File: src/rtl/mcpu_regfile_wb_sequencer.sv
// Write-port sequencer for MCPU_Registerfile: clears every register after reset, then
// arbitrates ALU / load / move writes round-robin as one regsetwb pulse per two cycles.
module mcpu_regfile_wb_sequencer #(
    parameter int unsigned WORD_SIZE          = 8,
    parameter int unsigned OPERAND_SIZE       = 3,
    parameter int unsigned REGISTERS_NUMBER   = 8,
    parameter logic [1:0]  CMD_NORMAL_EX      = 2'b00,
    parameter logic [1:0]  CMD_LOAD_FROM_DATA = 2'b01,
    parameter logic [1:0]  CMD_MOV_INTERNAL   = 2'b10
) (
    input  logic                    i_clk,
    input  logic                    i_reset,
    input  logic                    i_alu_req,
    input  logic [OPERAND_SIZE-1:0] i_alu_dst,
    input  logic [WORD_SIZE-1:0]    i_alu_data,
    output logic                    o_alu_ack,
    input  logic                    i_mem_req,
    input  logic [OPERAND_SIZE-1:0] i_mem_dst,
    input  logic [WORD_SIZE-1:0]    i_mem_data,
    output logic                    o_mem_ack,
    input  logic                    i_mov_req,
    input  logic [OPERAND_SIZE-1:0] i_mov_dst,
    input  logic [OPERAND_SIZE-1:0] i_mov_src,
    output logic                    o_mov_ack,
    input  logic [OPERAND_SIZE-1:0] i_rd_addr_a,
    input  logic [OPERAND_SIZE-1:0] i_rd_addr_b,
    output logic [OPERAND_SIZE-1:0] o_rf_op1,
    output logic [OPERAND_SIZE-1:0] o_rf_op2,
    output logic [OPERAND_SIZE-1:0] o_rf_op3,
    output logic [WORD_SIZE-1:0]    o_rf_data,
    output logic [1:0]              o_rf_cmd,
    output logic                    o_rf_wb,
    output logic                    o_init_done,
    output logic                    o_busy
);

    localparam logic [OPERAND_SIZE-1:0] LastIdx = OPERAND_SIZE'(REGISTERS_NUMBER - 1);

    typedef enum logic [2:0] {StClrIssue, StClrGap, StIdle, StIssue, StGap} state_e;

    // Requester index: 0 = ALU, 1 = MEM, 2 = MOV.
    function automatic logic [1:0] rr_next(input logic [1:0] p);
        return (p == 2'd2) ? 2'd0 : p + 2'd1;
    endfunction

    state_e                  r_state, w_state_nxt;
    logic [OPERAND_SIZE-1:0] r_idx, w_idx_nxt;
    logic [1:0]              r_ptr, w_ptr_nxt;
    logic [OPERAND_SIZE-1:0] r_op1, w_op1_nxt;
    logic [OPERAND_SIZE-1:0] r_src, w_src_nxt;
    logic [WORD_SIZE-1:0]    r_data, w_data_nxt;
    logic [1:0]              r_cmd, w_cmd_nxt;
    logic                    r_wb, w_wb_nxt;
    logic [2:0]              r_ack, w_ack_nxt;
    logic                    r_init_done, w_init_done_nxt;
    logic                    r_busy, w_busy_nxt;

    logic [3:0]              w_req;
    logic [1:0]              w_cand;
    logic [1:0]              w_gnt_idx;
    logic                    w_gnt_vld;

    assign w_req = {1'b0, i_mov_req, i_mem_req, i_alu_req};

    always_comb begin
        w_gnt_vld = 1'b0;
        w_gnt_idx = r_ptr;
        w_cand    = r_ptr;
        for (int k = 0; k < 3; k++) begin
            if (!w_gnt_vld && w_req[w_cand]) begin
                w_gnt_vld = 1'b1;
                w_gnt_idx = w_cand;
            end
            w_cand = rr_next(w_cand);
        end
    end

    always_comb begin
        w_state_nxt     = r_state;
        w_idx_nxt       = r_idx;
        w_ptr_nxt       = r_ptr;
        w_op1_nxt       = r_op1;
        w_src_nxt       = r_src;
        w_data_nxt      = r_data;
        w_cmd_nxt       = r_cmd;
        w_wb_nxt        = 1'b0;
        w_ack_nxt       = 3'b000;
        w_init_done_nxt = r_init_done;
        unique case (r_state)
            StClrIssue: begin
                w_wb_nxt    = 1'b1;
                w_cmd_nxt   = CMD_LOAD_FROM_DATA;
                w_op1_nxt   = r_idx;
                w_data_nxt  = '0;
                w_state_nxt = StClrGap;
            end
            StClrGap: begin
                if (r_idx == LastIdx) begin
                    w_init_done_nxt = 1'b1;
                    w_state_nxt     = StIdle;
                end else begin
                    w_idx_nxt   = r_idx + 1'b1;
                    w_state_nxt = StClrIssue;
                end
            end
            StIdle, StGap: begin
                w_state_nxt = StIdle;
                if (w_gnt_vld) begin
                    // Outputs are registered, so the grant decision loads them for ISSUE.
                    w_state_nxt = StIssue;
                    w_wb_nxt    = 1'b1;
                    w_ptr_nxt   = rr_next(w_gnt_idx);
                    unique case (w_gnt_idx)
                        2'd0: begin
                            w_op1_nxt  = i_alu_dst;
                            w_data_nxt = i_alu_data;
                            w_cmd_nxt  = CMD_NORMAL_EX;
                            w_ack_nxt  = 3'b001;
                        end
                        2'd1: begin
                            w_op1_nxt  = i_mem_dst;
                            w_data_nxt = i_mem_data;
                            w_cmd_nxt  = CMD_LOAD_FROM_DATA;
                            w_ack_nxt  = 3'b010;
                        end
                        2'd2: begin
                            w_op1_nxt  = i_mov_dst;
                            w_src_nxt  = i_mov_src;
                            w_cmd_nxt  = CMD_MOV_INTERNAL;
                            w_ack_nxt  = 3'b100;
                        end
                        default: ;
                    endcase
                end
            end
            StIssue: w_state_nxt = StGap;
            default: w_state_nxt = StClrIssue;
        endcase
        w_busy_nxt = (w_state_nxt != StIdle);
    end

    always_ff @(posedge i_clk) begin
        if (i_reset) begin
            r_state     <= StClrIssue;
            r_idx       <= '0;
            r_ptr       <= 2'd0;
            r_op1       <= '0;
            r_src       <= '0;
            r_data      <= '0;
            r_cmd       <= CMD_NORMAL_EX;
            r_wb        <= 1'b0;
            r_ack       <= 3'b000;
            r_init_done <= 1'b0;
            r_busy      <= 1'b1;
        end else begin
            r_state     <= w_state_nxt;
            r_idx       <= w_idx_nxt;
            r_ptr       <= w_ptr_nxt;
            r_op1       <= w_op1_nxt;
            r_src       <= w_src_nxt;
            r_data      <= w_data_nxt;
            r_cmd       <= w_cmd_nxt;
            r_wb        <= w_wb_nxt;
            r_ack       <= w_ack_nxt;
            r_init_done <= w_init_done_nxt;
            r_busy      <= w_busy_nxt;
        end
    end

    assign o_alu_ack   = r_ack[0];
    assign o_mem_ack   = r_ack[1];
    assign o_mov_ack   = r_ack[2];
    assign o_rf_op1    = r_op1;
    assign o_rf_data   = r_data;
    assign o_rf_cmd    = r_cmd;
    assign o_rf_wb     = r_wb;
    assign o_init_done = r_init_done;
    assign o_busy      = r_busy;

    // A MOV keeps its source on op2 through its whole ISSUE/GAP slot.
    assign o_rf_op2 = ((r_state == StIssue || r_state == StGap) && r_cmd == CMD_MOV_INTERNAL)
                      ? r_src : i_rd_addr_a;
    assign o_rf_op3 = i_rd_addr_b;

endmodule

File: config.mk
export PLATFORM = sky130hd
export DESIGN_NAME = mcpu_regfile_wb_sequencer
export DESIGN_NICKNAME = d
export VERILOG_FILES = /design/src/rtl/mcpu_regfile_wb_sequencer.sv
export SDC_FILE = /design/constraint.sdc
export NUM_CORES = 1
export LEC_CHECK = 0
export CORE_MARGIN = 1
export CORE_UTILIZATION = 43
export DETAILED_ROUTE_END_ITERATION = 16
export PLACE_DENSITY_LB_ADDON = 0.08
export SETUP_SLACK_MARGIN = 0.05
export SYNTH_ARGS = -nofsm -noshare
export SYNTH_HDL_FRONTEND = slang
export SYNTH_SLANG_ARGS = --single-unit
File: constraint.sdc
create_clock -name i_clk -period 2.95 [get_ports i_clk]
set_input_delay 0.885 -clock i_clk [delete_from_list [all_inputs] [get_ports i_clk]]
set_output_delay 0.885 -clock i_clk [all_outputs]
set_load 0.1 [all_outputs]
==> results of run 1 <==
==> registers in the layout, indices dropped and copies added (netlist names) <==
name and cells:
o_rf_wb 1, r_src 3, o_init_done 1, r_idx 3, o_rf_op1 3, o_rf_data 8, o_busy 1, o_rf_cmd 2
r_ack 3, r_state 3, r_ptr 2
==> per-stage QoR <==
stage,setup WS (ns),instance area (um2),TNS [ns]
floorplan,0.2644,1564,0
global placement,-0.4082,2211,-4.384
detailed placement,-0.5481,2211,-6.008
CTS,0.08192,2278,0
global route,-0.01484,2316,-0.01853
finish,0.1408,2316,0
==> placed cells by master, fill, tap and decap left out, drive strengths merged, types with 2 or more instances in the layout <==
| cell | instances |
|---|---|
| buf | 36 |
| clkdlybuf4s50 | 35 |
| dfxtp | 30 |
| nor2 | 17 |
| mux2i | 15 |
| a21oi | 10 |
| o2bb2ai | 8 |
| clkbuf | 7 |
| inv | 6 |
| ha | 6 |
| nor3 | 5 |
| nand2b | 4 |
| nor3b | 4 |
| o21ai | 4 |
| o22ai | 4 |
| mux2 | 3 |
| a22oi | 3 |
| a211oi | 3 |
| a21o | 2 |
| a32oi | 2 |
| a21bo | 2 |
| or3 | 2 |
==> worst max-delay path: cells and delay by family <==
kind,cells,cell delay [ns]
AND/OR/NAND/NOR,1,0.06
AO/OA/AOI/OAI,5,1.16
adder cells (fa/ha/maj),1,0.26
buffers and inverters,2,0.66
==> cells in the mapped netlist, types with 4 or more instances <==
library cell   n
a21oi_1       10
buf_4          4
clkbuf_1       6
dfxtp_1       30
ha_1           6
inv_1          5
mux2i_1       15
nand2b_1       4
nor2_1        16
nor3_1         4
nor3b_1        4
o22ai_1        4
o2bb2ai_1      7
==> path summary, 6_finish.rpt <==
check / to / slack (ns) / from
setup / recovery: o_rf_data[5] / 0.14 / i_alu_req
hold reg to reg: o_rf_data[0] / 0.47 / o_rf_data[0]
hold / removal: o_rf_data[0] / 0.47 / o_rf_data[0]
setup reg to reg: o_rf_cmd[1] / 0.76 / r_ptr[0]
==> what timing repair did <==
item                       CTS  global route
gates cloned                 0             0
setup endpoints to repair   14            18
gates resized for setup      3             8
==> cell type report <==
type	count	area (um2)	share of cell area, %
multi-input combinational	112	910.9	39.33
sequential	30	603.1	26.04
clock buffer	7	55.05	2.377
tap	46	57.56	2.485
inverter	6	22.52	0.9724
clock inverter	1	5.005	0.2161
timing repair buffer	71	661.9	28.58
==> power by group through the flow <==
stage | registers, mW | logic [mW] | clock network (mW)
6_report | 0.422 | 0.220 | 0.251
3_3_place_gp | 0.431 | 0.209 | 0
3_5_place_dp | 0.431 | 0.214 | 0
2_1_floorplan | 0.464 | 0.106 | 0
4_1_cts | 0.422 | 0.216 | 0.257
5_1_grt | 0.424 | 0.235 | 0.277
==> routing by layer <==
metal / track usage [%] / up-vias / routed length (um)
li1: - / 718 / -
met1: 25.20 / 688 / 1631
met2: 38.46 / 48 / 2016
met3: 5.699 / 6 / 206
met4: 5.523 / 0 / 48
met5: 0 / - / 0
==> cells by family (layout without fill, tap and decap cells) <==
logic type | count (synthesis) | in the layout | share of synthesized area, %
simple gates | 39 | 39 | 13.68
fa+ha+maj | 7 | 7 | 5.440
xor+xnor | 2 | 2 | 2.320
compound gates | 46 | 46 | 22.56
mux | 18 | 18 | 11.76
buf+inv | 18 | 85 | 5.840
flops | 30 | 30 | 38.40
==> results.ini, run 1 <==
[worst_hold_path]
whs_path_depth=1
hp-class=register to register

[worst_setup_path]
rr_worst_depth=9
end_kind=register
crit_required_ns=3.16
worstPathCellList=clkdlybuf4s50_1 > buf_4 > o21ai_0 > a32oi_2 > ha_2 > nor2_1 > a221oi_1 > o31ai_4 > o2bb2ai_1
critPathSlowestCell=clkdlybuf4s50_1
max_stage_delay_ns=0.52
critical_path_arrival_ns=3.02
critPathKind=input port to register
worstPathMaxFanout=8
worstSetupStartpointType=input port

[synthesis]
synth.avg_cell_area_um2=9.775
syn_area_mm2=0.001564
ys_seq_area_share_pct=38.40
synth_edf_count=0
synth_area_leaders=dfxtp_1 (38%), mux2i_1 (9.6%), ha_1 (4.8%)
synth_area_leader_cell=dfxtp_1
synth_async_sr_flop_share_pct=0
ys_seq_elements=30
syn_inst=160
ys_warn_count=0
synth_cell_types=47
synth_flop_cell=dfxtp_1
synthesis.nets=205
synth_top_area_share_pct=38.40

[global_route]
grt_usage_pct=21.48
antenna_found_initial=0
grt_pass1_wl_um=6651
grt-ovfl-total=0
grt_max_degree=24
grt_pass1_vias=1516

[power]
vdd_ir_drop_max_v=0.0002755
pwr-share-clk_pct=28.1
p_total_uw=893.2
switching_power_uw=262.1
p_per_area_mw_per_mm2=385.7
leakage_nw=0.9743
swShare_pct=29.35
p_seq_share_pct=47.2
internal_power_uw=631.1
comb_power_share_pct=24.6

[route]
via_per_inst=5.348
drtIter0Drc=95
routedWlPerCell_um=14.29
vias=1460
dr.pass1.iters=4
final_antenna_net_count=0
routed_wl_um=3902
drc=0

[clock_network]
clk_pin_slew_ns=0.09
numCtsBuffers=5
h-tree-depth=2
cts_root_buffer=clkbuf_4
cts_setup_buffers=0
cts_sinks=30
cts_buffer_depth=2
tritoncts=yes
clock_latency_ns=0.32
cts_hold_buf=0

[sta]
fmax_mhz=356.0
finalHoldViolCount=0
slew_headroom_pct=68.40
fin_crit_ns=2.809
skew_ns=0.006270
finalHoldWorstSlack_ns=0.4733
tightest_slew_ns=0.4740
setup_viol=0
rsz0062_at_grt=yes
slew_viol_final=0
fin_crit_sh_pct=95.23

[floorplan]
die-area_mm2=0.003883
io_pins=64
rows=21
chipHeight_um=62.31
fp.coreArea_mm2=0.003416
chipWidth_um=62.31
start_util_pct=45.79

[placed_design]
dp_cells=265
hpwlAfterDp_um=2922
finalWeightedCongestion=0.8189
port_buffers=57

[layout]
n_fill_cell=302
fin_cells=273
antennaDiodeCount=0
area_growth_pct=48.08
fin_util_pct=67.80
drive_above_1_share_pct=27.75
final_nets=271

[job]
maxCapViolCount=0

[outcome]
status=finished, final reports clean

No activity file was read; power rests on OpenSTA's default activity.
==> inputs of run 2 (changes only) <==
--- a/config.mk
+++ b/config.mk
@@ -6,7 +6,9 @@
 export NUM_CORES = 1
 export LEC_CHECK = 0
 export CORE_MARGIN = 1
-export CORE_UTILIZATION = 43
+export CORE_UTILIZATION = 44
+export CTS_BUF_LIST = sky130_fd_sc_hd__clkbuf_8
+export CTS_CLUSTER_SIZE = 8
 export DETAILED_ROUTE_END_ITERATION = 16
 export PLACE_DENSITY_LB_ADDON = 0.08
 export SETUP_SLACK_MARGIN = 0.05
==> run 2 against run 1 <==
  * Sequential share of layout area down 0.31 points
  * Setup slack better by 0.075 ns
  * Register-to-register slack better by 0.04 ns
  * Non-clock buffer count shrank 2
  * Critical endpoint is now o_rf_op1[1]
  * Largest cell class unchanged
==> results.ini, run 2 (synthesis results as in run 1) <==
[power]
pwr-share-clk_pct=32.2  ; +4.1 points
comb_power_share_pct=23.7  ; -0.9 points
p_per_area_mw_per_mm2=407.4  ; +5.6%
swShare_pct=29.27  ; -0.072 points
p_seq_share_pct=44.2  ; -3.0 points
internal_power_uw=676.8  ; +7.2%
vdd_ir_drop_max_v=0.0003101  ; +13%
leakage_nw=0.9922  ; +1.8%
p_total_uw=956.9  ; +7.1%
switching_power_uw=280.1  ; +6.9%

[worst_hold_path]
whs_path_depth=1  ; unchanged
hp-start=o_rf_data[3]
hp-class=register to register
hold_end=o_rf_data[3]

[sta]
finalHoldWorstSlack_ns=0.4735  ; +0.0001430 ns
setup_viol=0  ; unchanged
tightest_slew_ns=0.4501  ; -0.02389 ns
skew_ns=0.006172  ; -0.00009717 ns
finalHoldViolCount=0  ; unchanged
slew_headroom_pct=70.00  ; +1.6 points
rsz0062_at_grt=no
fmax_mhz=365.8  ; +2.8%
fin_crit_ns=2.734  ; -0.07539 ns
fin_crit_sh_pct=92.67  ; -2.6 points
slew_viol_final=0  ; unchanged

[layout]
layout_commonest_cell=clkdlybuf4s50_1
layout_common_cells=clkdlybuf4s50_1 (34), buf_4 (30), dfxtp_1 (27)
largest_register_ff_count=8  ; unchanged
area_growth_pct=50.16
drive_above_1_share_pct=28.00  ; +0.25 points
antennaDiodeCount=0  ; unchanged
final_nets=270  ; -0.37%

[worst_setup_path]
critical_path_arrival_ns=2.93  ; -0.09 ns
r2r-end=o_rf_data[5]
r2r_slack_ns=0.80  ; +0.04 ns
worstPathMaxFanout=14  ; +6
rr_startpoint=r_ptr[0]
rr_worst_depth=9  ; unchanged
crit_required_ns=3.15  ; about the same
critPathKind=input port to register
worstSetupStartpointType=input port
end_kind=register

[floorplan]
chipWidth_um=61.62  ; -1.1%
io_pins=64  ; unchanged
chipHeight_um=61.62  ; -1.1%
fp.coreArea_mm2=0.003363  ; -1.5%
start_util_pct=46.50  ; +0.72 points
rows=21  ; unchanged
die-area_mm2=0.003797  ; -2.2%

[global_route]
grt_usage_pct=22.74  ; +1.3 points
grt_pass1_vias=1341  ; -12%
grt_pass1_wl_um=6134  ; -7.8%
antenna_found_initial=0  ; unchanged
grt-ovfl-total=0  ; unchanged
grt_max_degree=24  ; unchanged

[placed_design]
port_buffers=57  ; unchanged
finalWeightedCongestion=0.8205  ; +0.20%
hpwlAfterDp_um=2951  ; +0.96%

[route]
routed_wl_um=4055  ; +3.9%
route.met3.wl_um=205  ; -0.49%
dr.max_layer_used=met4
met2_length_um=2095  ; +3.9%
dr.pass1.iters=5  ; +1
final_antenna_net_count=0  ; unchanged
drc=0  ; unchanged
routedWlPerCell_um=14.96  ; +4.7%
drtIter0Drc=113  ; +19%
via_per_inst=5.465  ; +2.2%
wl_met1_um=1658  ; +1.7%
vias=1481  ; +1.4%

[clock_network]
tritoncts=yes
clk_pin_slew_ns=0.06  ; -0.03 ns
cts_sinks=30  ; unchanged
cts_buffer_depth=2  ; unchanged
clock_latency_ns=0.28  ; -0.04 ns
h-tree-depth=2  ; unchanged
numCtsBuffers=5  ; unchanged
cts_root_buffer=clkbuf_8

[outcome]
status=finished, final reports clean

[job]
maxCapViolCount=0  ; unchanged

-- run 2: cell type report --
type	count	area, um2
Timing Repair Buffer	69	658.1
Tap cell	46	57.56
Multi-Input combinational cell	113	927.1
Clock buffer	5	68.82
Clock inverter	2	10.01
Inverter	6	22.52
Fill cell	298	1015
Sequential cell	30	604.3
-- run 2: layer usage --
layer / track usage [%] / vias to the layer above
met1: 27.47 / 708
li1: - / 716
met2: 38.71 / 45
met4: 9.524 / 0
met3: 5.252 / 12
met5: 0 / -
-- run 2: critical path, stage by stage --
cell and delay, ns:
clkdlybuf4s50_1 0.55, nor2_2 0.06, a21o_1 0.16, a32oi_2 0.25, ha_2 0.27, buf_12 0.16, a22oi_1 0.08, a21oi_1 0.20
o22ai_1 0.10, a211oi_1 0.23
-- run 2: worst max-delay path by stage --
stage | startpoint | end | cells past startpoint
global route | i_mem_req | o_rf_op1[0] | 10
finish | i_mem_req | o_rf_op1[1] | 10
floorplan | o_rf_cmd[1] | o_rf_op2[0] | 2
CTS | i_alu_req | o_rf_data[5] | 9
global placement | i_alu_req | o_rf_data[7] | 9
detailed placement | i_alu_req | o_rf_data[5] | 9
-- run 2: power by group through the flow --
| stage | clock, mW | combinational [mW] | sequential, mW |
|---|---|---|---|
| floorplan | 0 | 0.106 | 0.464 |
| global placement | 0 | 0.207 | 0.431 |
| detailed placement | 0 | 0.213 | 0.431 |
| CTS | 0.311 | 0.216 | 0.423 |
| global route | 0.325 | 0.241 | 0.424 |
| finish | 0.308 | 0.226 | 0.423 |
-- run 2: metrics by stage --
| stage | std cells | instance area (um2) | utilization (%) | TNS [ns] | setup slack, ns |
|---|---|---|---|---|---|
| 3_3_place_gp | 263 | 2196 | 65.29 | -3.834 | -0.3476 |
| 3_5_place_dp | 263 | 2196 | 65.29 | -5.801 | -0.4834 |
| 6_report | 271 | 2349 | 69.83 | 0 | 0.2162 |
| 4_1_cts | 270 | 2292 | 68.15 | 0 | 0.08193 |
| 2_1_floorplan | 160 | 1564 | - | 0 | 0.2644 |
| 5_1_grt | 271 | 2349 | 69.83 | 0 | 0.07011 |
-- run 2: repair_timing --
action | 4_1_cts | 5_1_grt
setup endpoints to repair | 13 | 16
hold buffers | 0 | 0
gates cloned | 0 | 1
gates resized for setup | 4 | 12
buffers inserted | 0 | 0
pin swaps | 0 | 3
==> inputs of run 3 (changes only) <==
--- a/config.mk
+++ b/config.mk
@@ -6,10 +6,11 @@
 export NUM_CORES = 1
 export LEC_CHECK = 0
 export CORE_MARGIN = 1
-export CORE_UTILIZATION = 44
+export CORE_UTILIZATION = 48
 export CTS_BUF_LIST = sky130_fd_sc_hd__clkbuf_8
 export CTS_CLUSTER_SIZE = 8
 export DETAILED_ROUTE_END_ITERATION = 16
+export MAX_ROUTING_LAYER = met4
 export PLACE_DENSITY_LB_ADDON = 0.08
 export SETUP_SLACK_MARGIN = 0.05
 export SYNTH_ARGS = -nofsm -noshare
==> constraint.sdc (replaced) <==
create_clock -name i_clk -period 3.3 [get_ports i_clk]
set_input_delay 0.99 -clock i_clk [delete_from_list [all_inputs] [get_ports i_clk]]
set_output_delay 0.99 -clock i_clk [all_outputs]
set_load 0.1 [all_outputs]
==> run 3 against run 2 <==
  * First-iteration DRC count decreased by 23%
  * Hold slack got worse by 0.0022 ns
  * Global-route usage is 2.7 points higher
  * Sequential share of layout area increased by 0.24 points
  * Routed wire length shrank 2.7%
  * Total power up 7.1%
  * Clock skew shrank 0.0023 ns
  * Utilization grew 5.3 points
  * Final cell count shrank 2.2%
  * Largest power group is now the clock network
==> results.ini, run 3 (synthesis results as in run 1) <==
[outcome]
status=finished, final reports clean

[sta]
setup_viol=0  ; unchanged
fmax_mhz=334.1
slew_headroom_pct=52.36  ; -18 points
rsz0062_at_grt=no
tightest_slew_ns=0.7103  ; +0.2603 ns
finalHoldViolCount=0  ; unchanged
fin_crit_ns=2.993
fin_crit_sh_pct=90.69
skew_ns=0.003899  ; -0.002274 ns
slew_viol_final=0  ; unchanged

[global_route]
grt_max_degree=24  ; unchanged
grt_usage_pct=25.46  ; +2.7 points
grt_pass1_vias=1475  ; +10%
grt_pass1_wl_um=6354  ; +3.6%
antenna_found_initial=0  ; unchanged
grt-ovfl-total=0  ; unchanged

[layout]
fin_util_pct=75.12  ; +5.3 points
layout_commonest_cell=clkdlybuf4s50_1
n_fill_cell=238  ; -20%
largest_register_ff_count=8  ; unchanged
layout_common_cells=clkdlybuf4s50_1 (35), dfxtp_1 (30), buf_4 (27)
area_growth_pct=47.84
fin_cells=265  ; -2.2%
final_nets=265  ; -1.9%
fin_area_mm2=0.002312  ; -1.5%
antennaDiodeCount=0  ; unchanged
drive_above_1_share_pct=23.08  ; -4.9 points

[clock_network]
cts_root_buffer=clkbuf_8
clk_pin_slew_ns=0.06  ; about the same
h-tree-depth=2  ; unchanged
cts_resized=1  ; -3
cts_setup_buffers=0  ; unchanged
cts_hold_buf=0  ; unchanged
clock_latency_ns=0.28  ; about the same
cts_sinks=30  ; unchanged
cts_buffer_depth=2  ; unchanged
tritoncts=yes
numCtsBuffers=5  ; unchanged

[worst_setup_path]
r2r-end=o_rf_data[1]
critical_path_arrival_ns=3.19  ; +0.26 ns
rr_worst_depth=9  ; unchanged
r2r_slack_ns=1.04  ; +0.24 ns
end_kind=register
crit_path_start=i_alu_req
crit_required_ns=3.49  ; +0.34 ns
worstSetupStartpointType=input port
rr_startpoint=r_ptr[0]
worstPathMaxFanout=14  ; unchanged
critPathKind=input port to register

[route]
via_per_inst=5.434  ; -0.57%
drc=0  ; unchanged
routedWlPerCell_um=14.89  ; -0.48%
drtIter0Drc=87  ; -23%
dr.pass1.iters=4  ; -1
vias=1440  ; -2.8%
routed_wl_um=3946  ; -2.7%
final_antenna_net_count=0  ; unchanged

[floorplan]
die-area_mm2=0.003490  ; -8.1%
start_util_pct=50.81  ; +4.3 points
chipHeight_um=59.08  ; -4.1%
fp.coreArea_mm2=0.003078  ; -8.5%
rows=20  ; -4.8%
chipWidth_um=59.08  ; -4.1%
io_pins=64  ; unchanged

[placed_design]
finalWeightedCongestion=0.8163  ; -0.51%
dp_cells=257  ; -2.3%
port_buffers=57  ; unchanged
hpwlAfterDp_um=2952  ; about the same
dpl_cell_area_mm2=0.002163  ; -1.5%

[power]
leakage_nw=0.9767  ; -1.6%
vdd_ir_drop_max_v=0.0003038  ; -2.0%
p_total_mw=1.025  ; +7.1%
p_per_area_mw_per_mm2=443.2  ; +8.8%

[worst_hold_path]
hp-start=o_rf_data[0]
hp-class=register to register
hold_end=o_rf_data[0]
whs_path_depth=1  ; unchanged

[job]
maxCapViolCount=0  ; unchanged

## run 3: power breakdown
group | switching [mW] | leakage (nW) | internal [mW] | total (mW)
sequential | 0.00750 | 0.243 | 0.370 | 0.378
combinational | 0.102 | 0.662 | 0.0872 | 0.189
clock | 0.136 | 0.0714 | 0.322 | 0.458
total | 0.246 | 0.977 | 0.779 | 1.02
## run 3: worst max-delay path: stages
cell             delay (ns)
clkdlybuf4s50_1        0.52
buf_4                  0.14
nor2_2                 0.04
a21o_1                 0.15
a32oi_1                0.24
ha_1                   0.24
buf_4                  0.24
a22oi_1                0.10
a21oi_1                0.17
o22ai_1                0.09
a211oi_1               0.25
## run 3: area by class of cell
class	count	area [um2]	share of cell area [%]
clock inverters	2	60.06	2.597
repair buffers	65	613.1	26.52
well taps	44	55.05	2.381
flip-flops and latches	30	600.6	25.97
multi-input cells	112	878.3	37.99
inverters	6	22.52	0.9740
clock buffers	6	82.58	3.571
## run 3: stage by stage
stage	worst slack, ns	TNS, ns	hold slack (ns)
2_1_floorplan	0.5094	0	0.4593
3_3_place_gp	-0.09710	-0.7325	0.4487
3_5_place_dp	-0.2683	-2.172	0.4494
4_1_cts	0.2325	0	0.4739
5_1_grt	0.1092	0	0.4851
6_report	0.3072	0	0.4713
## run 3: worst max-delay path by stage
stage,end,cells past startpoint
after detailed placement,o_rf_data[5],9
after global placement,o_rf_data[5],9
after global routing,o_rf_op1[1],11
after floorplan,o_rf_op2[0],2
after CTS,o_rf_op1[2],11
final,o_rf_op1[2],11
## run 3: metal layers
layer | share of wire, % | wire length [um] | track usage, %
met2 | 50 | 1992 | 41.40
met5 | 0 | 0 | -
met3 | 5.1 | 200 | 7.424
met1 | 43 | 1708 | 29.31
met4 | 1.1 | 44 | 10.54
